**config.mk**
```make
export PLATFORM = sky130hd
export DESIGN_NAME = stream_reg_responder_flat
export DESIGN_NICKNAME = d
export VERILOG_FILES = /design/src/rtl/stream_reg_responder_if.sv /design/src/rtl/stream_reg_responder.sv /design/src/flat_wrapper.sv
export SDC_FILE = /design/constraint.sdc
export NUM_CORES = 1
export LEC_CHECK = 0
export ABC_AREA = 1
export CAP_MARGIN = 20
export CORE_MARGIN = 4
export CORE_UTILIZATION = 45
export CTS_CLUSTER_DIAMETER = 40
export DETAILED_ROUTE_END_ITERATION = 7
export PLACE_DENSITY = 0.7
export SKIP_LAST_GASP = 1
export SLEW_MARGIN = 40
export SYNTH_ARGS = -nofsm -noshare
export SYNTH_HDL_FRONTEND = slang
export SYNTH_SLANG_ARGS = --single-unit
```
**constraint.sdc**
```tcl
create_clock -name clk -period 2.3 [get_ports clk]
set_input_delay 0.345 -clock clk [delete_from_list [all_inputs] [get_ports clk]]
set_output_delay 0.345 -clock clk [all_outputs]
set_load 0.005 [all_outputs]
```
**src/rtl/stream_reg_responder_if.sv**
```systemverilog
// Byte-stream and register-bus bundle between stream_reg_responder and its environment.
// The responder sits on the master side; usb_serial and the register file sit on the slave side.
interface stream_reg_responder_if;
   logic       rx_tvalid;
   logic       rx_tready;
   logic [7:0] rx_tdata;
   logic       tx_tvalid;
   logic       tx_tready;
   logic [7:0] tx_tdata;
   logic       reg_wr;
   logic       reg_rd;
   logic [7:0] reg_addr;
   logic [7:0] reg_wdata;
   logic [7:0] reg_rdata;

   modport master (
      input  rx_tvalid, rx_tdata, tx_tready, reg_rdata,
      output rx_tready, tx_tvalid, tx_tdata, reg_wr, reg_rd, reg_addr, reg_wdata
   );

   modport slave (
      output rx_tvalid, rx_tdata, tx_tready, reg_rdata,
      input  rx_tready, tx_tvalid, tx_tdata, reg_wr, reg_rd, reg_addr, reg_wdata
   );
endinterface

```
**src/rtl/stream_reg_responder.sv**
```systemverilog
// ASCII line-command front end for an 8-bit register bus: "Raa" reads, "Waadd" writes,
// each line answered with hex data, "OK" or "ER" followed by the configured line ending.
module stream_reg_responder #(
   parameter int RD_LATENCY = 1,
   parameter int EOL_CR     = 1
) (
   input logic                    clk,
   input logic                    rstn,
   stream_reg_responder_if.master bus
);
   typedef enum logic [2:0] {IDLE, ARG, DISCARD, EXEC, RDWAIT, RESP} state_t;

   localparam logic [2:0] LAT      = 3'(RD_LATENCY);
   localparam logic [2:0] RESP_LEN = (EOL_CR != 0) ? 3'd4 : 3'd3;

   state_t      state_q;
   logic        isWrite_q;
   logic [2:0]  nibCnt_q;
   logic [15:0] arg_q;
   logic [31:0] respBuf_q;
   logic [2:0]  respLen_q;
   logic [2:0]  latCnt_q;
   logic        txValid_q;
   logic        regWr_q;
   logic        regRd_q;
   logic [7:0]  regAddr_q;
   logic [7:0]  regWdata_q;

   logic [7:0] rxByte;
   logic       rxReady, rxFire, txFire;
   logic       isCr, isLf, isDigit, isHex, isW, isCmd;
   logic [3:0] hexVal;

   function automatic logic [7:0] hexChar(input logic [3:0] n);
      return (n < 4'd10) ? (8'h30 + {4'h0, n}) : (8'h37 + {4'h0, n});
   endfunction

   // Response is left-aligned in the buffer; byte 0 always leaves first.
   function automatic logic [31:0] buildResp(input logic [7:0] a, input logic [7:0] b);
      return (EOL_CR != 0) ? {a, b, 8'h0D, 8'h0A} : {a, b, 8'h0A, 8'h00};
   endfunction

   assign rxByte  = bus.rx_tdata;
   assign isCr    = (rxByte == 8'h0D);
   assign isLf    = (rxByte == 8'h0A);
   assign isDigit = (rxByte >= 8'h30) && (rxByte <= 8'h39);
   assign isHex   = isDigit || ((rxByte >= 8'h41) && (rxByte <= 8'h46))
                            || ((rxByte >= 8'h61) && (rxByte <= 8'h66));
   assign hexVal  = isDigit ? rxByte[3:0] : (rxByte[3:0] + 4'd9);
   assign isW     = (rxByte == 8'h57) || (rxByte == 8'h77);
   assign isCmd   = isW || (rxByte == 8'h52) || (rxByte == 8'h72);
   assign rxReady = (state_q == IDLE) || (state_q == ARG) || (state_q == DISCARD);
   assign rxFire  = bus.rx_tvalid && rxReady;
   assign txFire  = txValid_q && bus.tx_tready;

   assign bus.rx_tready = rxReady;
   assign bus.tx_tvalid = txValid_q;
   assign bus.tx_tdata  = respBuf_q[31:24];
   assign bus.reg_wr    = regWr_q;
   assign bus.reg_rd    = regRd_q;
   assign bus.reg_addr  = regAddr_q;
   assign bus.reg_wdata = regWdata_q;

   always_ff @(posedge clk or negedge rstn) begin
      if (!rstn) begin
         state_q    <= IDLE;
         isWrite_q  <= 1'b0;
         nibCnt_q   <= '0;
         arg_q      <= '0;
         respBuf_q  <= '0;
         respLen_q  <= '0;
         latCnt_q   <= '0;
         txValid_q  <= 1'b0;
         regWr_q    <= 1'b0;
         regRd_q    <= 1'b0;
         regAddr_q  <= '0;
         regWdata_q <= '0;
      end else begin
         regWr_q <= 1'b0;
         regRd_q <= 1'b0;
         case (state_q)
            IDLE: begin
               if (rxFire && !isCr && !isLf) begin
                  if (isCmd) begin
                     isWrite_q <= isW;
                     nibCnt_q  <= '0;
                     arg_q     <= '0;
                     state_q   <= ARG;
                  end else begin
                     state_q <= DISCARD;
                  end
               end
            end
            ARG: begin
               if (rxFire && !isCr) begin
                  if (isLf) begin
                     // Strobes are raised here so they are high exactly during EXEC.
                     if (isWrite_q && nibCnt_q == 3'd4) begin
                        regWr_q    <= 1'b1;
                        regAddr_q  <= arg_q[15:8];
                        regWdata_q <= arg_q[7:0];
                        state_q    <= EXEC;
                     end else if (!isWrite_q && nibCnt_q == 3'd2) begin
                        regRd_q   <= 1'b1;
                        regAddr_q <= arg_q[7:0];
                        state_q   <= EXEC;
                     end else begin
                        respBuf_q <= buildResp(8'h45, 8'h52);
                        respLen_q <= RESP_LEN;
                        txValid_q <= 1'b1;
                        state_q   <= RESP;
                     end
                  end else if (isHex && nibCnt_q != 3'd4) begin
                     arg_q    <= {arg_q[11:0], hexVal};
                     nibCnt_q <= nibCnt_q + 3'd1;
                  end else begin
                     state_q <= DISCARD;
                  end
               end
            end
            DISCARD: begin
               if (rxFire && isLf) begin
                  respBuf_q <= buildResp(8'h45, 8'h52);
                  respLen_q <= RESP_LEN;
                  txValid_q <= 1'b1;
                  state_q   <= RESP;
               end
            end
            EXEC: begin
               if (isWrite_q) begin
                  respBuf_q <= buildResp(8'h4F, 8'h4B);
                  respLen_q <= RESP_LEN;
                  txValid_q <= 1'b1;
                  state_q   <= RESP;
               end else begin
                  latCnt_q <= 3'd1;
                  state_q  <= RDWAIT;
               end
            end
            RDWAIT: begin
               if (latCnt_q == LAT) begin
                  respBuf_q <= buildResp(hexChar(bus.reg_rdata[7:4]), hexChar(bus.reg_rdata[3:0]));
                  respLen_q <= RESP_LEN;
                  txValid_q <= 1'b1;
                  state_q   <= RESP;
               end else begin
                  latCnt_q <= latCnt_q + 3'd1;
               end
            end
            RESP: begin
               if (txFire) begin
                  if (respLen_q == 3'd1) begin
                     txValid_q <= 1'b0;
                     state_q   <= IDLE;
                  end else begin
                     respBuf_q <= {respBuf_q[23:0], 8'h00};
                     respLen_q <= respLen_q - 3'd1;
                  end
               end
            end
            default: state_q <= IDLE;
         endcase
      end
   end
endmodule

```
**src/flat_wrapper.sv**
```systemverilog
// flat-port wrapper written by rule: the top's interface ports become plain ports
module stream_reg_responder_flat 
#(
   parameter int RD_LATENCY = 1,
   parameter int EOL_CR     = 1
)
  (clk, rstn, bus_rx_tvalid, bus_rx_tdata, bus_tx_tready, bus_reg_rdata, bus_rx_tready, bus_tx_tvalid, bus_tx_tdata, bus_reg_wr, bus_reg_rd, bus_reg_addr, bus_reg_wdata);
  stream_reg_responder_if bus_i ();
  input logic clk;
  input logic rstn;
  input wire logic [$bits(bus_i.rx_tvalid)-1:0] bus_rx_tvalid;
  input wire logic [$bits(bus_i.rx_tdata)-1:0] bus_rx_tdata;
  input wire logic [$bits(bus_i.tx_tready)-1:0] bus_tx_tready;
  input wire logic [$bits(bus_i.reg_rdata)-1:0] bus_reg_rdata;
  output wire logic [$bits(bus_i.rx_tready)-1:0] bus_rx_tready;
  output wire logic [$bits(bus_i.tx_tvalid)-1:0] bus_tx_tvalid;
  output wire logic [$bits(bus_i.tx_tdata)-1:0] bus_tx_tdata;
  output wire logic [$bits(bus_i.reg_wr)-1:0] bus_reg_wr;
  output wire logic [$bits(bus_i.reg_rd)-1:0] bus_reg_rd;
  output wire logic [$bits(bus_i.reg_addr)-1:0] bus_reg_addr;
  output wire logic [$bits(bus_i.reg_wdata)-1:0] bus_reg_wdata;
  assign bus_i.rx_tvalid = bus_rx_tvalid;
  assign bus_i.rx_tdata = bus_rx_tdata;
  assign bus_i.tx_tready = bus_tx_tready;
  assign bus_i.reg_rdata = bus_reg_rdata;
  assign bus_rx_tready = bus_i.rx_tready;
  assign bus_tx_tvalid = bus_i.tx_tvalid;
  assign bus_tx_tdata = bus_i.tx_tdata;
  assign bus_reg_wr = bus_i.reg_wr;
  assign bus_reg_rd = bus_i.reg_rd;
  assign bus_reg_addr = bus_i.reg_addr;
  assign bus_reg_wdata = bus_i.reg_wdata;
  stream_reg_responder #(.RD_LATENCY(RD_LATENCY), .EOL_CR(EOL_CR)) u_core (.clk(clk), .rstn(rstn), .bus(bus_i));
endmodule
```
==> impl_metrics.csv <==
group,metric,value,unit
status,status,"complete, no violations",
clocking,path_clk_slew,0.07,ns
synthesis,synth_nets,565,
routing,drc,0,
worst_setup_path,r2r_end,"u_core.bus.reg_wdata[6]$_DFFE_PN0P_",
synthesis,synth_area,4220,um2
synthesis,syn_avg_cell_area,7.97,um2
placed_design,gp_congestion,0.879,
power,combPwrFrac,49.5,%
clocking,clock-root-buffer,"clkbuf_8",
worst_setup_path,crit_arrival,1.82,ns
die,fp.dieArea,11000,um2
grt,grt_usage,17.9,%
clocking,post-cts-setup-buffer-count,0,
final_layout,layout_common_cells,"nand2_1, dfrtp_1, inv_1",
sta,finalClockSkew,0.0130,ns
die,core,9200,um2
power,power_frac_seq,30.3,%
power,pwr_density_cell,1060,nW/um2
synthesis,ys_warn_count,0,
synthesis,synth_seq_area_share,38.5,%
power,p_int,3.12,mW
worst_hold_path,holdPathStages,2,
power,peakVddDrop,499,uV
grt,grt_pass1_vias,3490,
flow_run,maxCapViolCount,0,
grt,grt.overflow.total,0,
sta,fmax,461,MHz
die,die_width,105,um
placed_design,dp_hpwl,7130,um
die,die_h,105,um
clocking,clock-sinks,65,
worst_setup_path,required,1.96,ns
synthesis,synth_edf_count,0,
worst_setup_path,slowest_delay,0.51,ns
routing,routed_wl,9550,um
synthesis,ys_types,41,
routing,ant_nets,0,
synthesis,syn_inst,530,
sta,layout_min_cycle_time,2.17,ns
power,power_switching,2.28,mW
clocking,numCtsBuffers,9,
power,power.leakage,2.54,nW
worst_hold_path,hold_path.class,"flip-flop to flip-flop",
final_layout,nFillCells,869,
sta,drv_slew,0,
routing,drt_iter0_markers,226,
clocking,post_cts_resized,0,
routing,dr.pass1.iters,4,
worst_setup_path,rrSetupSlack,0.36,ns
sta,rsz0062_at_grt,"false",
die,start_util,45.9,%
synthesis,ys_async_sr_fraction,100,%
worst_setup_path,critical_path_class,"flip-flop to output port",
sta,hold_slack,0.479,ns
sta,setup_slack,0.131,ns
die,std_cell_rows,35,
sta,worst_pin_slew,0.527,ns
power,pwr-share-clk,20.2,%
worst_setup_path,reg2reg_depth,10,
clocking,clockBufferDepth,2,
power,netSwitchingFraction,42.2,%
final_layout,layout_commonest_cell,"nand2_1",
worst_setup_path,end_kind,"output port",
grt,grtUsageMet1,23.4,%
clocking,tritoncts,"yes",
worst_setup_path,path_cells,"inv_4, ha_1, inv_1, nand2_4, clkdlybuf4s50_1",
grt,use_met2,29.9,%
worst_hold_path,min-delay-start,"u_core.arg_q[14]$_DFFE_PN0P_",
power,total_power,5.40,mW
final_layout,fin_nets,626,
grt,grt_pass1_wl,16100,um
placed_design,dp_slack,-0.0884,ns
grt,use_met3,4.57,%
sta,setup_viol,0,
die,ios,48,
worst_setup_path,startpoint_type,"flip-flop",
placed_design,port_buffers,46,
worst_setup_path,crit_slowest_cell,"clkdlybuf4s50_1",
synthesis,synth_ff_type,"dfrtp_1",
worst_setup_path,path_max_fanout,5,
clocking,htreeDepth,3,
routing,post_drt_wl_per_cell,13.5,um
grt,grt_max_degree,46,
worst_setup_path,reg2reg_from,"u_core.state_q[0]$_DFFE_PN0P_",
clocking,clock_latency,0.35,ns
routing,vias,3619,
sta,slew_headroom,64.8,%
clocking,hold_buffers,1,
final_layout,syn_to_final_growth,20.9,%
grt,top_usage_layer,"met2",
synthesis,synth_seq_cells,65,
worst_hold_path,min_to,"u_core.arg_q[14]$_DFFE_PN0P_",
routing,via_per_inst,5.12,
sta,hold_violations,0,
grt,antenna_found_initial,0,
sta,final.period_utilization,94.3,%
final_layout,layout-drive-gt1-share,18.8,%
final_layout,diodes,0,
## per-layer routing
layer,part of all wire (%),wire length (um),up-vias
met5,0,0,-
met4,1.3,120,0
met3,4.1,396,12
met2,48,4580,73
met1,47,4450,1721
li1,-,-,1813
## worst max-delay path by stage
stage,slack (ns),start,end,cells past startpoint
final,0.13,u_core.state_q[2]$_DFFE_PN0P_,bus_rx_tready,5
after global routing,0.04,u_core.state_q[2]$_DFFE_PN0P_,bus_rx_tready,5
after CTS,0.11,u_core.state_q[1]$_DFFE_PN0P_,bus_rx_tready,5
after detailed placement,-0.09,bus_rx_tdata[1],u_core.arg_q[4]$_DFFE_PN0P_,13
after global placement,-0.03,bus_rx_tdata[1],u_core.arg_q[8]$_DFFE_PN0P_,13
after floorplan,0.56,u_core.state_q[1]$_DFFE_PN0P_,u_core.respBuf_q[24]$_DFFE_PN0P_,12
## synthesized netlist by cell type, types with 3 or more instances
cell type / n / area (um2)
ha_1: 15 / 188
o21ai_0: 21 / 105
inv_2: 5 / 18.8
nor2_4: 3 / 33.8
inv_4: 3 / 18.8
buf_4: 10 / 75.1
nand4_1: 4 / 25.0
nand3_2: 5 / 50.1
nor3_1: 4 / 20.0
buf_6: 8 / 90.1
dfrtp_1: 65 / 1630
nor2_1: 43 / 161
a21oi_1: 22 / 110
o21ai_2: 20 / 175
nand2_4: 7 / 78.8
nand2_2: 14 / 87.6
nand2_1: 137 / 514
nand3_1: 35 / 175
nand3b_1: 12 / 90.1
nor2_8: 3 / 60.1
inv_1: 55 / 206
buf_2: 3 / 15.0
nor2_2: 5 / 31.3
mux2i_1: 7 / 70.1
## power by group through the flow
stage / combinational, mW / clock, mW / sequential, mW
floorplan: 2.03 / 0 / 1.58
global placement: 2.60 / 0 / 1.65
detailed placement: 2.68 / 0 / 1.65
CTS: 2.69 / 1.10 / 1.64
global route: 2.98 / 1.15 / 1.68
finish: 2.67 / 1.09 / 1.63
## sequential cells by signal (all words and copies together) (netlist names)
name                  count
u_core.respLen_q          3
u_core.arg_q             16
u_core.isWrite_q          1
u_core.state_q            3
u_core.bus.reg_wr         1
u_core.bus.tx_tvalid      1
u_core.bus.reg_rd         1
u_core.bus.reg_addr       8
u_core.latCnt_q           3
u_core.bus.reg_wdata      8
u_core.nibCnt_q           3
u_core.respBuf_q         17
## through the flow
step                utilization [%]  cells  cell area (um2)  TNS, ns
finish                         55.5    707             5100        0
global placement               53.0    690             4870   -0.387
global route                   55.5    707             5100        0
detailed placement             53.0    690             4870    -1.69
CTS                            55.5    707             5100        0
floorplan                         -    530             4220        0
## worst max-delay path: cells and delay by family (launching register included)
kind / cells / cell delay (ns)
buf+inv: 3 / 0.73
flops: 1 / 0.47
fa+ha+maj: 1 / 0.18
simple gates: 1 / 0.10
## cells by family after synthesis
kind of cell	Yosys count	synth area share [%]
adders and majority gates	15	4.44
other	1	0.0888
AOI/OAI and AO/OA	76	11.9
xor gates and xnor gates	3	0.622
muxes	7	1.66
and+or+nand+nor	275	32.4
buffers and inverters	88	10.4
DFF	65	38.5
## final cells by class
type	count	area [um2]	area share, %
clock buffer	10	128	2.50
clock inverter	6	91.3	1.79
inverter	65	251	4.93
multi-input combinational	377	2160	42.3
sequential	65	1630	31.9
tap	111	139	2.72
timing repair buffer	73	711	13.9
No activity file was read; power rests on OpenSTA's default activity.
